File: config.mk
export PLATFORM = sky130hd
export DESIGN_NAME = reg_wb_sched
export DESIGN_NICKNAME = d
export VERILOG_FILES = /design/src/rtl/reg_sched_pkg.sv /design/src/rtl/rr_arb2.sv /design/src/rtl/reg_wb_sched.sv
export SDC_FILE = /design/constraint.sdc
export NUM_CORES = 1
export LEC_CHECK = 0
export ABC_CLOCK_PERIOD_IN_PS = 2670
export BUFFER_PORTS_ARGS = -buffer_cell sky130_fd_sc_hd__buf_4
export CORE_MARGIN = 1.5
export CORE_UTILIZATION = 37
export DETAILED_ROUTE_END_ITERATION = 8
export GPL_TIMING_DRIVEN = 0
export PLACE_DENSITY = 0.61
export SETUP_SLACK_MARGIN = 0.3
export SLEW_MARGIN = 20
export SYNTH_ARGS = -nofsm -noshare
export SYNTH_HDL_FRONTEND = slang
export SYNTH_SLANG_ARGS = --single-unit
File: constraint.sdc
create_clock -name clk -period 2.67 [get_ports clk]
set_clock_uncertainty 0.15 [all_clocks]
set_input_delay 0.1335 -clock clk [delete_from_list [all_inputs] [get_ports clk]]
set_output_delay 0.1335 -clock clk [all_outputs]
set_load 0.01 [all_outputs]
File: src/rtl/reg_sched_pkg.sv
// Shared constants for the register writeback scheduler: register file geometry
// and the writeback requester identifiers used by the arbiter.
package reg_sched_pkg;
  localparam int unsigned NUM_REGS = 32;
  localparam int unsigned ADDR_W   = 5;
  localparam int unsigned DATA_W   = 32;

  localparam logic REQ_ALU = 1'b0;
  localparam logic REQ_MEM = 1'b1;
endpackage

File: src/rtl/rr_arb2.sv
// Two-way round-robin arbiter: a lone requester wins immediately; on contention
// the requester not granted last wins. Priority moves only when a grant is issued.
module rr_arb2
  import reg_sched_pkg::*;
(
  input  logic       clk,
  input  logic       rst_n,
  input  logic [1:0] req,
  output logic [1:0] gnt
);

  // ID of the requester that wins the next contended cycle
  logic ptr_q, ptr_d;

  always_comb begin
    gnt = req;
    if (&req) begin
      gnt         = '0;
      gnt[ptr_q]  = 1'b1;
    end
  end

  always_comb begin
    ptr_d = ptr_q;
    if (gnt[REQ_ALU]) begin
      ptr_d = REQ_MEM;
    end else if (gnt[REQ_MEM]) begin
      ptr_d = REQ_ALU;
    end
  end

  always_ff @(posedge clk or negedge rst_n) begin
    if (!rst_n) begin
      ptr_q <= REQ_ALU;
    end else begin
      ptr_q <= ptr_d;
    end
  end

endmodule

File: src/rtl/reg_wb_sched.sv
// Register writeback scheduler: issue scoreboard with hazard stall, ALU/load
// writeback arbitration and a one-cycle registered register-file write port.
module reg_wb_sched
  import reg_sched_pkg::*;
(
  input  logic              clk,
  input  logic              rst_n,
  input  logic              iss_valid,
  input  logic [ADDR_W-1:0] iss_src1,
  input  logic [ADDR_W-1:0] iss_src2,
  input  logic [ADDR_W-1:0] iss_dst,
  output logic              iss_stall,
  input  logic              alu_valid,
  input  logic [ADDR_W-1:0] alu_addr,
  input  logic [DATA_W-1:0] alu_data,
  output logic              alu_ready,
  input  logic              mem_valid,
  input  logic [ADDR_W-1:0] mem_addr,
  input  logic [DATA_W-1:0] mem_data,
  output logic              mem_ready,
  output logic [ADDR_W-1:0] r3_addr,
  output logic [DATA_W-1:0] r3_din,
  output logic              r3_wr,
  output logic [NUM_REGS-1:0] busy
);

  logic [NUM_REGS-1:0] busy_q, busy_d;
  logic [ADDR_W-1:0]   r3_addr_q;
  logic [DATA_W-1:0]   r3_din_q;
  logic                r3_wr_q;
  logic [1:0]          req, gnt;
  logic [ADDR_W-1:0]   wb_addr;
  logic [DATA_W-1:0]   wb_data;
  logic                iss_acc;

  always_comb begin
    req          = '0;
    req[REQ_ALU] = alu_valid;
    req[REQ_MEM] = mem_valid;
  end

  rr_arb2 u_arb (
    .clk   (clk),
    .rst_n (rst_n),
    .req   (req),
    .gnt   (gnt)
  );

  assign alu_ready = gnt[REQ_ALU];
  assign mem_ready = gnt[REQ_MEM];

  assign iss_stall = iss_valid &
                     (busy_q[iss_src1] | busy_q[iss_src2] | busy_q[iss_dst]);
  assign iss_acc   = iss_valid & ~iss_stall;

  always_comb begin
    wb_addr = alu_addr;
    wb_data = alu_data;
    if (gnt[REQ_MEM]) begin
      wb_addr = mem_addr;
      wb_data = mem_data;
    end
  end

  // Clear from the committing write first so a same-edge issue to that register wins
  always_comb begin
    busy_d = busy_q;
    if (r3_wr_q) begin
      busy_d[r3_addr_q] = 1'b0;
    end
    if (iss_acc && (iss_dst != '0)) begin
      busy_d[iss_dst] = 1'b1;
    end
    busy_d[0] = 1'b0;
  end

  always_ff @(posedge clk or negedge rst_n) begin
    if (!rst_n) begin
      busy_q    <= '0;
      r3_wr_q   <= 1'b0;
      r3_addr_q <= '0;
      r3_din_q  <= '0;
    end else begin
      busy_q  <= busy_d;
      r3_wr_q <= (|gnt) && (wb_addr != '0);
      if (|gnt) begin
        r3_addr_q <= wb_addr;
        r3_din_q  <= wb_data;
      end
    end
  end

  assign r3_addr = r3_addr_q;
  assign r3_din  = r3_din_q;
  assign r3_wr   = r3_wr_q;
  assign busy    = busy_q;

endmodule

# Yosys cells after proc, flatten, opt, wreduce, memory -nomap -nowiden
# Index checks and enable logic that the tools add are counted.
# op_classes
n_addsub,0
mul,0
div,0
n_lt_le_gt_ge,8
eq_ne,0
shift,0
mux,19
bitwise_logic,8
n_reduce_logical,10
# ops
cell,n
$mux W32,3
$and A32 B32 Y32,1
$not A32 Y32,1
$or A32 B32 Y32,1
$lt A5 B6 Y1 const B,4
$bmux W1 S5,3
$demux W1 S5,2
$ge A5 B1 Y1 const B,2
$reduce_bool A5 Y1,2
$mux W1,8
$logic_and A1 B1 Y1,5
$mux W5,1
$and A1 B1 Y1,2
$lt A1 B2 Y1 const B,1
$mux W2,1
$or A1 B1 Y1,2
$reduce_and A2 Y1,1
$reduce_bool A2 Y1,1
$reduce_or A2 Y1,1
$demux W1 S1,1
$ge A1 B1 Y1 const B,1
$not A1 Y1,1
# word_totals
ff_bits,70
latchBits,0
ram_bits,0
mem_bits_ro,0
in_bits,94
out_inout_bits,73
word_cells,50
n_memories,0

# Depth between registers and ports, before layout
# Gate-level depths: netlist (run 1).
# depth
word_depth,9
ltp_mapped,9
depth_no_buf,6

# Cells and area by module
# Synthesis (run 1) repeated with hierarchy kept, for this count alone.
# hier_totals
cells_unflattened,421
hier_area_um2,4145.2
# by_module_without_submodules
module,instances,cells_per_inst,area_per_inst_um2,seq_area_each_um2
reg_wb_sched,1,414,4085.2,1726.7
rr_arb2,1,7,60.1,25.0

# Least setup slack after synthesis (run 1)
# No wires, ideal clock.
# synth_timing
path_kind,register to register
start,reg busy_q[10] (netlist: busy[10])
end,reg busy_q[11] (netlist: busy[11])
setup_ps,103
arrival_time_ps,1911
required_ps,2417
path_slack_ps,505
stages_incl_launch_ff,7
path_buffers,1
synth_period_minus_slack_ps,2165
cell_sequence,dfrtp_1 > mux4_1 > mux2_2 > o32ai_2 > a211oi_2 > buf_6 > o41ai_2
# synth_between
elab_chain_len,9
word_cells_on_any_way,13
cone_classes,mux: 7; bitwise: 5; reduce/logical: 1
# synth_rtl
element,line,source
"start, declared",reg_wb_sched.sv:27,"logic [NUM_REGS-1:0] busy_q, busy_d;"
"start signal, assigned",reg_wb_sched.sv:84,busy_q <= busy_d;
$bmux W1 S5,reg_wb_sched.sv:53,(busy_q[iss_src1] | busy_q[iss_src2] | busy_q[iss_dst]);
$mux W1 (implied by the code),reg_wb_sched.sv:53,
$or A1 B1 Y1,reg_wb_sched.sv:53,
$or A1 B1 Y1 *,reg_wb_sched.sv:53,
$and A1 B1 Y1 *,reg_wb_sched.sv:52,assign iss_stall = iss_valid &
$not A1 Y1 *,reg_wb_sched.sv:54,assign iss_acc = iss_valid & ~iss_stall;
$and A1 B1 Y1 *,reg_wb_sched.sv:54,
$logic_and A1 B1 Y1 *,reg_wb_sched.sv:71,if (iss_acc && (iss_dst != '0)) begin
$mux W32 *,reg_wb_sched.sv:71,
via busy_d[11],reg_wb_sched.sv:27,
# Mark *: on every way through the listed nets, which the timed path passes. The rest lies on a longest branch. The select of a mux whose other input is x is not followed.
# A chain may end at the register's enable or synchronous reset.

# Worst setup path after layout (run 1)
# layout_timing
start,reg busy_q[6] (netlist: busy[6])
end,out iss_stall
# layout_between
elab_chain_len,5
word_cells_on_any_way,9
cone_classes,mux: 6; bitwise: 3
# layout_rtl
element,line,source
$bmux W1 S5,reg_wb_sched.sv:53,
$mux W1 (implied by the code),reg_wb_sched.sv:53,
$or A1 B1 Y1,reg_wb_sched.sv:53,
$or A1 B1 Y1 *,reg_wb_sched.sv:53,
$and A1 B1 Y1 *,reg_wb_sched.sv:52,
"end, declared",reg_wb_sched.sv:12,"output logic iss_stall,"
# Every way passes the cells marked *; elsewhere a longest branch is shown, timed or not. The select of a mux whose other input is x is not followed.

==> results of run 1 <==
-- metal layers --
| layer | track usage, % | vias to the layer above | share of wire [%] |
|---|---|---|---|
| li1 | - | 2402 | - |
| met1 | 32.84 | 2577 | 40 |
| met2 | 44.07 | 282 | 49 |
| met3 | 6.052 | 28 | 8.8 |
| met4 | 9.500 | 0 | 2.0 |
| met5 | 0 | - | 0 |
-- cell families (layout without fill, tap and decap cells) --
| logic type | Yosys count | after routing | share of synthesized area [%] |
|---|---|---|---|
| and+or+nand+nor | 127 | 127 | 14.70 |
| muxes | 40 | 40 | 12.52 |
| DFF | 70 | 70 | 39.20 |
| buffers and inverters | 82 | 350 | 7.617 |
| AOI/OAI and AO/OA | 189 | 189 | 25.88 |
| other | 1 | 1 | 0.08393 |
-- stage by stage --
step	cells	setup WS [ns]	area (um2)	setup TNS, ns
finish	920	0.07201	7347	0
global route	920	-0.006863	7347	-0.006863
CTS	917	0.06043	7012	0
floorplan	509	0.5053	4468	0
global placement	813	0.03185	5856	0
detailed placement	813	0.03402	5856	0
-- what timing repair did --
action	4_1_cts	5_1_grt
setup buffers	16	2
setup endpoints to repair	1	58
gates cloned	0	1
hold buffers	73	0
gates resized for setup	12	67
pin swaps	5	4
hold endpoints to repair	108	0
-- how the worst max path moves through the flow --
| stage | slack (ns) | cells past startpoint | to | start |
|---|---|---|---|---|
| global placement | 0.03 | 10 | iss_stall | iss_dst[4] |
| finish | 0.07 | 8 | iss_stall | busy[6] |
| global route | -0.007 | 8 | iss_stall | busy[3] |
| CTS | 0.06 | 7 | iss_stall | busy[9] |
| detailed placement | 0.03 | 10 | iss_stall | iss_dst[4] |
| floorplan | 0.51 | 6 | busy[11] | busy[10] |
-- power by group --
part | total [W] | switching (W) | internal, W | leakage (nW)
registers | 0.00182 | 0.000435 | 0.00139 | 0.810
logic | 0.00281 | 0.00129 | 0.00152 | 2.23
clock network | 0.00112 | 0.000441 | 0.000674 | 0.133
-- registers in the layout, indices dropped and copies added, names as in the netlist --
register and flops:
r3_addr 5, u_arb.ptr_q 1, busy 31, r3_din 32, r3_wr 1
-- cells in the final DEF, fill, tap and decap left out, types with 18 or more instances in the layout --
cell | netlist | layout
sky130_fd_sc_hd__a31oi_1 | 34 | 34
sky130_fd_sc_hd__buf_4 | 1 | 180
sky130_fd_sc_hd__nor2_1 | 44 | 44
sky130_fd_sc_hd__mux2i_1 | 18 | 18
sky130_fd_sc_hd__o22ai_1 | 34 | 34
sky130_fd_sc_hd__a21oi_1 | 40 | 40
sky130_fd_sc_hd__dlygate4sd3_1 | 0 | 73
sky130_fd_sc_hd__nand2_1 | 33 | 32
sky130_fd_sc_hd__dfrtp_1 | 70 | 66
sky130_fd_sc_hd__clkbuf_1 | 28 | 28
sky130_fd_sc_hd__inv_1 | 37 | 37
sky130_fd_sc_hd__o21ai_0 | 36 | 35
-- cell usage after synthesis, drive strengths merged (3+ instances only) --
cell / instances
nand3b: 13
mux2: 11
nand3: 4
dfrtp: 70
nor2b: 4
nand2: 33
o21ai: 44
a21oi: 40
o22ai: 34
nor2: 44
nor3b: 5
or3: 3
buf: 16
and3: 4
a31oi: 34
mux2i: 18
inv: 37
o31ai: 22
clkbuf: 28
mux4: 11
or3b: 4
-- cell type report --
cell class	count	area (um2)	share of cell area, %
well taps	143	178.9	2.435
clock buffers	14	264.0	3.593
flip-flops and latches	70	1757	23.91
multi-input cells	357	2643	35.97
repair buffers	253	2107	28.68
inverters	38	142.6	1.941
plain buffers	44	250.2	3.406
clock inverters	1	5.005	0.06812
-- worst min-delay path, cell delays in order --
cell	delay [ns]
sky130_fd_sc_hd__buf_4	0.08
sky130_fd_sc_hd__o22ai_1	0.08
sky130_fd_sc_hd__a31oi_1	0.14
==> Flow_metrics.wiki, run 1 <==
{| class="wikitable"
! Metric !! Value
|-
| Half-perimeter wire length after detailed placement || 11.82 mm
|-
| Post-route ant nets || 0
|-
| Stage delay of the slowest cell on the critical path || 0.45 ns
|-
| Clock buffer count from CTS || 9
|-
| Reg2reg start || busy[13]
|-
| Final-report setup violation count || 0
|-
| Overall global routing resource usage || 26.09%
|-
| Fin crit period || 2.598 ns
|-
| Instance count of the mapped netlist || 509
|-
| Cell chosen for the clock root || sky130_fd_sc_hd__clkbuf_16
|-
| Clock latency at the later pin of the worst-skew pair || 0.33 ns
|-
| Worst endpoint data arrival time || 2.31 ns
|-
| Area added between synthesis and finish || 64.44%
|-
| Static leakage || 3.172 nW
|-
| Top fanout value on the critical path || 5
|-
| Headroom to the max-slew limit || 21.04%
|-
| Number of placed I/O pins || 167
|-
| Final number of max-transition violations || 0
|-
| Min-Delay Path Class || in2reg
|-
| Port-buffer cells || 161
|-
| CP Data Required Time || 2.39 ns
|-
| Worst hold path stage count || 3
|-
| Maximum VDD drop || 0.3689 mV
|-
| DRC Markers || 0
|-
| Gp weighted congestion || 0.9018
|-
| Total number of clock tree sinks || 70
|-
| Number of hold violations in the final report || 0
|-
| Total number of H-tree levels || 3
|-
| Commonest register cell after synthesis || sky130_fd_sc_hd__dfrtp_1
|-
| Power Dens Cells || 782.3 mW/mm2
|-
| Endpoint of the worst-slack reg-to-reg timing path || busy[23]
|-
| TritonCTS clock tree || built
|-
| Global-route wire length before repair || 26.61 mm
|-
| Slew of the pin with the lowest slew margin || 1.182 ns
|-
| Distinct cell type count after synthesis || 49
|-
| Cells along the critical path || mux2_2 > a22o_1 > nor4_2 > a31oi_1 > nand4b_4 > buf_8 > o21a_1 > buf_6
|-
| Via/cell ratio || 5.749
|-
| Synth Area per Inst || 8.778 um2
|-
| Core region area || 0.01161 mm2
|-
| Max Root-Sink Buffers || 2
|-
| Register-to-register setup slack || 0.17 ns
|-
| Maximum clock rate || 0.3849 GHz
|-
| Vias in the first global route || 5355
|-
| Share of post-route cells with drive strength above 1 || 34.62%
|-
| Share of flip-flops with an asynchronous set or reset after synthesis || 100.0%
|-
| Bufs and invs on worst path || 2
|-
| Worst min-delay path startpoint || mem_data[4]
|-
| Final core area utilization || 63.26%
|-
| Pin count of the biggest net entering global routing || 71
|-
| Type of element launching the critical path || flop
|-
| # diodes || 0
|-
| Post-detailed-route wirelength per cell || 18.76 um
|-
| Initial antenna violation count || 0
|-
| Post-route worst hold slack || 0.001645 ns
|-
| Post-synthesis instance area || 0.004468 mm2
|-
| Starting density of the core || 38.47%
|-
| Critical path capture point type || output port
|-
| Synthesized net count || 603
|-
| Die Span Y || 112.9 um
|-
| EDFF count, synth || 0
|-
| Post-layout power || 0.005747 W
|-
| Status || finished clean
|-
| Die boundary width || 112.9 um
|-
| MaxCap Viol Count || 0
|-
| Setup CP Type || reg2out
|-
| Number of rows created at floorplan || 39
|-
| Endpoint of the worst hold-timing path || r3_din[4]
|-
| Total wirelength of the detailed-routed design || 17.26 mm
|-
| Cells taking the most area after synthesis || sky130_fd_sc_hd__dfrtp_1 (39%), sky130_fd_sc_hd__mux4_2 (5.0%), sky130_fd_sc_hd__a31oi_1 (4.8%), sky130_fd_sc_hd__o22ai_1 (4.8%), sky130_fd_sc_hd__a21oi_1 (4.5%)
|-
| Fill cell count || 961
|-
| Cell type with the highest aggregate area in the netlist || sky130_fd_sc_hd__dfrtp_1
|-
| Portion of the post-synthesis area used by sequential elements || 39.20%
|-
| Total Die Area || 0.01274 mm2
|-
| Cell at the slowest stage of the critical path || sky130_fd_sc_hd__dfrtp_1
|-
| Layout net count || 867
|-
| Portion of synthesized cell area occupied by the leading cell type || 39.20%
|-
| Total congestion overflow after global routing || 0
|-
| Logic depth of the worst register-to-register path || 8
|-
| Number of synthesized register bits || 70
|-
| RSZ-0062 raised after global routing || yes
|-
| Count of routing violations after the opening detailed-route iteration || 342
|-
| Delay-heaviest family, CP || compound AO/OA/AOI/OAI gates
|-
| Via total after detailed routing || 5289
|-
| Yosys warning count || 0
|-
| Period Utilization, post-route || 97.30%
|-
| Clock transition time at the flip-flop clock pins of the worst setup and hold paths || 0.05 ns
|-
| Number of detailed-routing iterations run before antenna repair || 4
|}
(Power assumes the default switching activity.)
==> run 2: changes to the inputs <==
--- a/config.mk
+++ b/config.mk
@@ -5,7 +5,7 @@
 export SDC_FILE = /design/constraint.sdc
 export NUM_CORES = 1
 export LEC_CHECK = 0
-export ABC_CLOCK_PERIOD_IN_PS = 2670
+export ABC_CLOCK_PERIOD_IN_PS = 2500
 export BUFFER_PORTS_ARGS = -buffer_cell sky130_fd_sc_hd__buf_4
 export CORE_MARGIN = 1.5
 export CORE_UTILIZATION = 37
==> constraint.sdc (replaced) <==
create_clock -name clk -period 2.5 [get_ports clk]
set_clock_uncertainty 0.15 [all_clocks]
set_input_delay 0.125 -clock clk [delete_from_list [all_inputs] [get_ports clk]]
set_output_delay 0.125 -clock clk [all_outputs]
set_load 0.01 [all_outputs]
==> run 2 against run 1 <==
Against the previous run: via count increased by 0.98%; register-to-register slack got worse by 0.17 ns; utilization increased by 0.95 points; critical path depth decreased by 1; final area increased by 1.5%; sequential share of layout area decreased by 0.37 points; clock power increased by 5%; flip-flop and latch count unchanged; highest routed layer unchanged; critical endpoint unchanged; combinational power increased by 11%; count of clock-buffer cells in the layout unchanged; the run now ends with setup timing left; die area unchanged; first-iteration DRC count decreased by 1.2%.
==> Flow_metrics.wiki, run 2 (synthesis gave the netlist of run 1 again) <==
{| class="wikitable"
! Metric !! Value
|-
| Status || finished, violations left
|-
| Violated checks || setup timing
|-
| GR Util met1 || 33.41% (+0.57 points)
|-
| MaxCap Viol Count || 0 (unchanged)
|-
| Logic depth of the worst register-to-register path || 7 (-1)
|-
| Overall global routing resource usage || 26.85% (+0.77 points)
|-
| Layout net count || 876 (+1.0%)
|-
| Stage delay of the slowest cell on the critical path || 0.47 ns (+0.02 ns)
|-
| Die boundary width || 112.9 um (unchanged)
|-
| Number of detailed-routing iterations run before antenna repair || 5 (+1)
|-
| Post-route ant nets || 0 (unchanged)
|-
| Starting density of the core || 38.47% (unchanged)
|-
| Port-buffer cells || 161 (unchanged)
|-
| Area added between synthesis and finish || 66.90%
|-
| Number of hold violations in the final report || 0 (unchanged)
|-
| Power Dens Cells || 836.1 mW/mm2 (+6.9%)
|-
| Most common library cell in the layout ignoring fill and taps || sky130_fd_sc_hd__buf_4
|-
| Initial antenna violation count || 0 (unchanged)
|-
| Core region area || 0.01161 mm2 (unchanged)
|-
| Setup WS post-layout || -0.1372 ns (-0.2092 ns)
|-
| Maximum VDD drop || 0.3791 mV (+2.8%)
|-
| Critical path capture point type || output port
|-
| Clock power frac || 19.0% (-0.4 points)
|-
| Reg2reg start || busy[9]
|-
| Bufs and invs on worst path || 2 (unchanged)
|-
| Gp weighted congestion || 0.9018 (unchanged)
|-
| Gr busiest metal || met2
|-
| Total number of clock tree sinks || 70 (unchanged)
|-
| Clock buffer count from CTS || 9 (unchanged)
|-
| Global Route met2 Usage || 45.85% (+1.8 points)
|-
| Commonest cells after routing, fill and taps aside || sky130_fd_sc_hd__buf_4 (183), sky130_fd_sc_hd__dlygate4sd3_1 (76), sky130_fd_sc_hd__dfrtp_1 (67), sky130_fd_sc_hd__nor2_1 (44), sky130_fd_sc_hd__a21oi_1 (39)
|-
| Via total after detailed routing || 5341 (+0.98%)
|-
| Top fanout value on the critical path || 4 (-1)
|-
| Final cell count without fillers || 929 (+0.98%)
|-
| Cell chosen for the clock root || sky130_fd_sc_hd__clkbuf_16
|-
| Total congestion overflow after global routing || 0 (unchanged)
|-
| Die Span Y || 112.9 um (unchanged)
|-
| # diodes || 0 (unchanged)
|-
| CP Data Required Time || 2.23 ns (-0.16 ns)
|-
| Half-perimeter wire length after detailed placement || 11.82 mm (unchanged)
|-
| Number of rows created at floorplan || 39 (unchanged)
|-
| Pin count of the biggest net entering global routing || 71 (unchanged)
|-
| Worst hold path stage count || 3 (unchanged)
|-
| Static leakage || 3.242 nW (+2.2%)
|-
| Maximum clock rate || 0.3792 GHz
|-
| Number of flip-flops in the largest register || 32 (unchanged)
|-
| Via/cell ratio || 5.749 (about the same)
|-
| Headroom to the max-slew limit || 20.29% (-0.75 points)
|-
| Final number of max-transition violations || 0 (unchanged)
|-
| Register-to-register setup slack || 0 ns (-0.17 ns)
|-
| Global routing met3 resource utilization || 6.106% (+0.054 points)
|-
| Switching part of the total power || 37.50% (-0.13 points)
|-
| Comb power frac || 50.1% (+1.2 points)
|-
| Share of total power in sequential cells || 30.9% (-0.8 points)
|-
| Type of element launching the critical path || flop
|-
| Endpoint of the worst-slack reg-to-reg timing path || busy[19]
|-
| Vias in the first global route || 5394 (+0.73%)
|-
| Endpoint of the worst hold-timing path || busy[11]
|-
| Count of routing violations after the opening detailed-route iteration || 338 (-1.2%)
|-
| Worst endpoint data arrival time || 2.36 ns (+0.05 ns)
|-
| Share of post-route cells with drive strength above 1 || 34.99% (+0.37 points)
|-
| Setup CP Type || reg2out
|-
| Min-Delay Path Class || in2reg
|-
| DRC Markers || 0 (unchanged)
|-
| Max Root-Sink Buffers || 2 (unchanged)
|-
| Post-detailed-route wirelength per cell || 18.91 um (+0.79%)
|-
| Setup total negative slack || -0.1386 ns (-0.1386 ns)
|-
| Clock transition time at the flip-flop clock pins of the worst setup and hold paths || 0.06 ns (about the same)
|-
| Number of placed I/O pins || 167 (unchanged)
|-
| Delay-heaviest family, CP || multiplexers
|-
| Clock latency at the later pin of the worst-skew pair || 0.33 ns (about the same)
|-
| Switching component of the power || 0.002338 W (+8.1%)
|-
| Total number of H-tree levels || 3 (unchanged)
|-
| RSZ-0062 raised after global routing || yes
|-
| Cell at the slowest stage of the critical path || sky130_fd_sc_hd__mux4_2
|-
| Total wirelength of the detailed-routed design || 17.57 mm (+1.8%)
|-
| Fin crit period || 2.637 ns
|-
| Total Die Area || 0.01274 mm2 (unchanged)
|-
| Period Utilization, post-route || 105.5%
|-
| Final-report setup violation count || 2 (+2)
|-
| Slew of the pin with the lowest slew margin || 1.193 ns (+0.01122 ns)
|-
| Cell Count Post-Placement || 813 (unchanged)
|-
| TritonCTS clock tree || built
|-
| Internal portion of total power || 0.003897 W (+8.7%)
|-
| Cells along the critical path || mux4_2 > mux2_4 > o32ai_4 > a211oi_2 > buf_4 > o21a_1 > buf_6
|-
| Worst min-delay path startpoint || iss_valid
|-
| Global-route wire length before repair || 27.28 mm (+2.5%)
|}
[run 2: cell count changes in the layout (fill, tap and decap cells not counted), sizes merged]
cell | before | now
buf | 196 | 201
dlygate4sd3 | 73 | 76
bufbuf | 0 | 1
[run 2: repair_timing]
item,in CTS,in global routing
gates cloned,2,0
endpoints found under the hold margin,108,0
hold buffers,76,0
setup endpoints to repair,32,36
gates resized for setup,44,29
buffers inserted,19,4
pin swaps,11,3
[run 2: through the flow]
step / hold WS (ns) / cell area, um2 / total power, W / util (%) / setup WS (ns)
4_1_cts: 0.007355 / 7274 / 0.005956 / 62.64 / -0.1011
5_1_grt: 0.01796 / 7457 / 0.006539 / 64.21 / -0.2091
6_report: 0.01593 / 7457 / 0.006235 / 64.21 / -0.1372
3_5_place_dp: 0.1698 / 5856 / 0.004131 / 50.42 / -0.1190
3_3_place_gp: 0.1644 / 5856 / 0.004093 / 50.42 / -0.1211
2_1_floorplan: -0.3206 / 4468 / 0.002993 / - / 0.3353
[run 2: worst min-delay path, stage by stage]
cell and delay, ns:
sky130_fd_sc_hd__buf_4 0.13, sky130_fd_sc_hd__nand3_1 0.12, sky130_fd_sc_hd__o41ai_2 0.08
[run 2: power by group through the flow]
stage	Sequential [W]	Combinational, W	Clock [W]
after floorplan	0.00193	0.00106	0
after global placement	0.00195	0.00214	0
after detailed placement	0.00196	0.00217	0
after CTS	0.00191	0.00285	0.00120
after global routing	0.00197	0.00332	0.00125
final	0.00193	0.00312	0.00118
[run 2: layout make-up]
type                       count  area [um2]
buffer                        44       262.8
clock buffer                  14       264.0
clock inverter                 1       5.005
fill                         934        4156
inverter                      38       142.6
multi-input combinational    357        2635
sequential                    70        1755
tap                          143       178.9
timing repair buffer         262        2213
[run 2: layer usage]
layer	routed length [um]	share of wire, %
met1	7185	41
met2	8624	49
met3	1421	8.1
met4	336	1.9
met5	0	0
[run 2: how the worst max path moves through the flow]
stage | from | endpoint | slack (ns) | cells after the start
5_1_grt | busy[9] | iss_stall | -0.21 | 7
6_report | busy[9] | iss_stall | -0.14 | 7
4_1_cts | busy[9] | iss_stall | -0.10 | 7
3_3_place_gp | iss_dst[4] | iss_stall | -0.12 | 10
2_1_floorplan | busy[10] | busy[11] | 0.34 | 6
3_5_place_dp | iss_dst[4] | iss_stall | -0.12 | 10
==> run 3: changes to the inputs <==
--- a/config.mk
+++ b/config.mk
@@ -10,10 +10,10 @@
 export CORE_MARGIN = 1.5
 export CORE_UTILIZATION = 37
 export DETAILED_ROUTE_END_ITERATION = 8
-export GPL_TIMING_DRIVEN = 0
 export PLACE_DENSITY = 0.61
 export SETUP_SLACK_MARGIN = 0.3
 export SLEW_MARGIN = 20
 export SYNTH_ARGS = -nofsm -noshare
 export SYNTH_HDL_FRONTEND = slang
 export SYNTH_SLANG_ARGS = --single-unit
+export TNS_END_PERCENT = 20
==> run 3 against run 2 <==
Against the previous run: the run now ends clean; final area about the same; global-route usage down 0.41 points; sequential share of layout area barely moved; flip-flop and latch count stayed put; worst hold slack gained 0.037 ns; routed wire length shrank 2.0%; first-iteration DRC count up 2.7%; utilization hardly changed; register-to-register slack better by 0.03 ns; setup slack better by 0.15 ns; die area unchanged.
==> Flow_metrics.wiki, run 3 (synthesis gave the netlist of run 1 again) <==
{| class="wikitable"
! Metric !! Value
|-
| Total wirelength of the detailed-routed design || 17.22 mm (-2.0%)
|-
| Headroom to the max-slew limit || 37.27% (+17 points)
|-
| Switching component of the power || 0.002360 W (+0.93%)
|-
| Period Utilization, post-route || 99.38% (-6.1 points)
|-
| Half-perimeter wire length after detailed placement || 11.32 mm (-4.2%)
|-
| Die Span Y || 112.9 um (unchanged)
|-
| Number of hold violations in the final report || 0 (unchanged)
|-
| Clock transition time at the flip-flop clock pins of the worst setup and hold paths || 0.06 ns (about the same)
|-
| RSZ-0062 raised after global routing || yes
|-
| Number of rows created at floorplan || 39 (unchanged)
|-
| Comb power frac || 52.8% (+2.7 points)
|-
| Total number of H-tree levels || 3 (unchanged)
|-
| Top fanout value on the critical path || 3 (-1)
|-
| Switching part of the total power || 36.97% (-0.53 points)
|-
| TritonCTS clock tree || built
|-
| Post-route ant nets || 0 (unchanged)
|-
| Vias in the first global route || 5280 (-2.1%)
|-
| Setup CP Type || reg2out
|-
| Internal portion of total power || 0.004023 W (+3.3%)
|-
| Total Die Area || 0.01274 mm2 (unchanged)
|-
| Most common library cell in the layout ignoring fill and taps || sky130_fd_sc_hd__buf_4
|-
| Cell area after placement || 0.005943 mm2 (+1.5%)
|-
| Worst endpoint data arrival time || 2.21 ns (-0.15 ns)
|-
| Reg2reg start || busy[23]
|-
| Clock power frac || 18.6% (-0.4 points)
|-
| Pin count of the biggest net entering global routing || 71 (unchanged)
|-
| Die boundary width || 112.9 um (unchanged)
|-
| Gp weighted congestion || 0.9072 (+0.60%)
|-
| Global Route met2 Usage || 44.07% (-1.8 points)
|-
| Share of post-route cells with drive strength above 1 || 38.19% (+3.2 points)
|-
| Post-route worst hold slack || 0.05297 ns (+0.03704 ns)
|-
| Maximum clock rate || 0.4025 GHz (+6.1%)
|-
| Clock buffer count from CTS || 9 (unchanged)
|-
| Total congestion overflow after global routing || 0 (unchanged)
|-
| Power Dens Cells || 855.7 mW/mm2 (+2.3%)
|-
| Count of routing violations after the opening detailed-route iteration || 347 (+2.7%)
|-
| Static leakage || 3.277 nW (+1.1%)
|-
| Share of total power in sequential cells || 28.5% (-2.4 points)
|-
| Critical path capture point type || output port
|-
| Via total after detailed routing || 5313 (-0.52%)
|-
| Status || finished clean
|-
| Starting density of the core || 38.47% (unchanged)
|-
| Initial antenna violation count || 0 (unchanged)
|-
| Overall global routing resource usage || 26.45% (-0.41 points)
|-
| Number of detailed-routing iterations run before antenna repair || 6 (+1)
|-
| Maximum VDD drop || 0.4053 mV (+6.9%)
|-
| Final number of max-transition violations || 0 (unchanged)
|-
| Finished layout cell area || 0.007460 mm2 (about the same)
|-
| Cell chosen for the clock root || sky130_fd_sc_hd__clkbuf_16
|-
| Clock latency at the later pin of the worst-skew pair || 0.33 ns (about the same)
|-
| Via/cell ratio || 5.788 (+0.67%)
|-
| Global-route wire length before repair || 26.81 mm (-1.7%)
|-
| Type of element launching the critical path || flop
|-
| Max Root-Sink Buffers || 2 (unchanged)
|-
| GR Util met1 || 33.33% (-0.080 points)
|-
| Post-detailed-route wirelength per cell || 18.76 um (-0.78%)
|-
| Global routing met3 resource utilization || 6.052% (-0.054 points)
|-
| Slew of the pin with the lowest slew margin || 0.9410 ns (-0.2520 ns)
|-
| Total number of clock tree sinks || 70 (unchanged)
|-
| Core region area || 0.01161 mm2 (unchanged)
|-
| Commonest cells after routing, fill and taps aside || sky130_fd_sc_hd__buf_4 (203), sky130_fd_sc_hd__dlygate4sd3_1 (76), sky130_fd_sc_hd__dfrtp_1 (66), sky130_fd_sc_hd__nor2_1 (44), sky130_fd_sc_hd__a21oi_1 (38)
|-
| Min-Delay Path Class || in2reg
|-
| Final-report setup violation count || 0 (-2)
|-
| DRC Markers || 0 (unchanged)
|-
| Area added between synthesis and finish || 66.96% (about the same)
|-
| Port-buffer cells || 165 (+2.5%)
|-
| # diodes || 0 (unchanged)
|-
| Beginning of the critical path || busy[23]
|-
| CP Data Required Time || 2.23 ns (about the same)
|-
| Number of flip-flops in the largest register || 32 (unchanged)
|-
| Number of placed I/O pins || 167 (unchanged)
|-
| Gr busiest metal || met2
|-
| Fin crit period || 2.484 ns (-0.1527 ns)
|-
| MaxCap Viol Count || 0 (unchanged)
|-
| Worst min-delay path startpoint || iss_valid
|-
| Layout net count || 865 (-1.3%)
|}
run 3: layout make-up:
cell class                      count  area (um2)
Timing Repair Buffer              295        2487
Clock buffer                       14       264.0
Fill cell                         918        4154
Inverter                           38       142.6
Tap cell                          143       178.9
Sequential cell                    70        1757
Multi-Input combinational cell    357        2625
Clock inverter                      1       5.005
run 3: worst max-delay path, stage by stage (launching register included):
cell,delay (ns)
sky130_fd_sc_hd__dfrtp_1,0.39
sky130_fd_sc_hd__buf_6,0.13
sky130_fd_sc_hd__mux4_2,0.48
sky130_fd_sc_hd__o2111ai_2,0.21
sky130_fd_sc_hd__and3_4,0.22
sky130_fd_sc_hd__nand4b_4,0.13
sky130_fd_sc_hd__o21a_1,0.21
sky130_fd_sc_hd__buf_6,0.12
run 3: stage by stage:
stage / setup slack, ns / util [%] / cells / power (W) / setup TNS, ns
after floorplan: 0.3353 / - / 509 / 0.002993 / 0
after global placement: 0.03241 / 51.17 / 807 / 0.004327 / 0
after detailed placement: -0.01588 / 51.17 / 807 / 0.004379 / -0.01588
after CTS: -0.02753 / 62.66 / 912 / 0.006111 / -0.02753
after global routing: -0.07148 / 64.23 / 918 / 0.006693 / -0.4544
final: 0.01553 / 64.23 / 918 / 0.006383 / 0
run 3: power groups by stage:
stage | clock [W] | combinational (W) | sequential, W
after floorplan | 0 | 0.00106 | 0.00193
after global placement | 0 | 0.00252 | 0.00181
after detailed placement | 0 | 0.00255 | 0.00183
after CTS | 0.00120 | 0.00310 | 0.00181
after global routing | 0.00125 | 0.00358 | 0.00186
final | 0.00119 | 0.00337 | 0.00182
run 3: path summary, 6_finish.rpt:
path	to	slack [ns]	cells after the start
worst max-delay path	iss_stall	0.02	7
worst min-delay path	busy[11]	0.05	3
worst max register to register	busy[16]	0.03	9
worst min register to register	u_arb.ptr_q	0.45	3
max in group asynchronous	busy[6]	1.18	2
min in group asynchronous	r3_din[15]	0.33	2
run 3: layer usage:
metal / share of wire (%) / vias up
met5: 0 / -
met4: 2.7 / 0
met3: 8.9 / 38
met2: 49 / 290
met1: 39 / 2580
li1: - / 2405
run 3: what timing repair did:
| item | CTS | global route |
|---|---|---|
| pin swaps | 19 | 14 |
| endpoints found under the hold margin | 108 | 0 |
| resized for setup | 44 | 22 |
| gates cloned | 0 | 1 |
| endpoints found under the setup margin | 32 | 45 |
| hold buffers | 76 | 0 |
| buffers inserted | 14 | 5 |
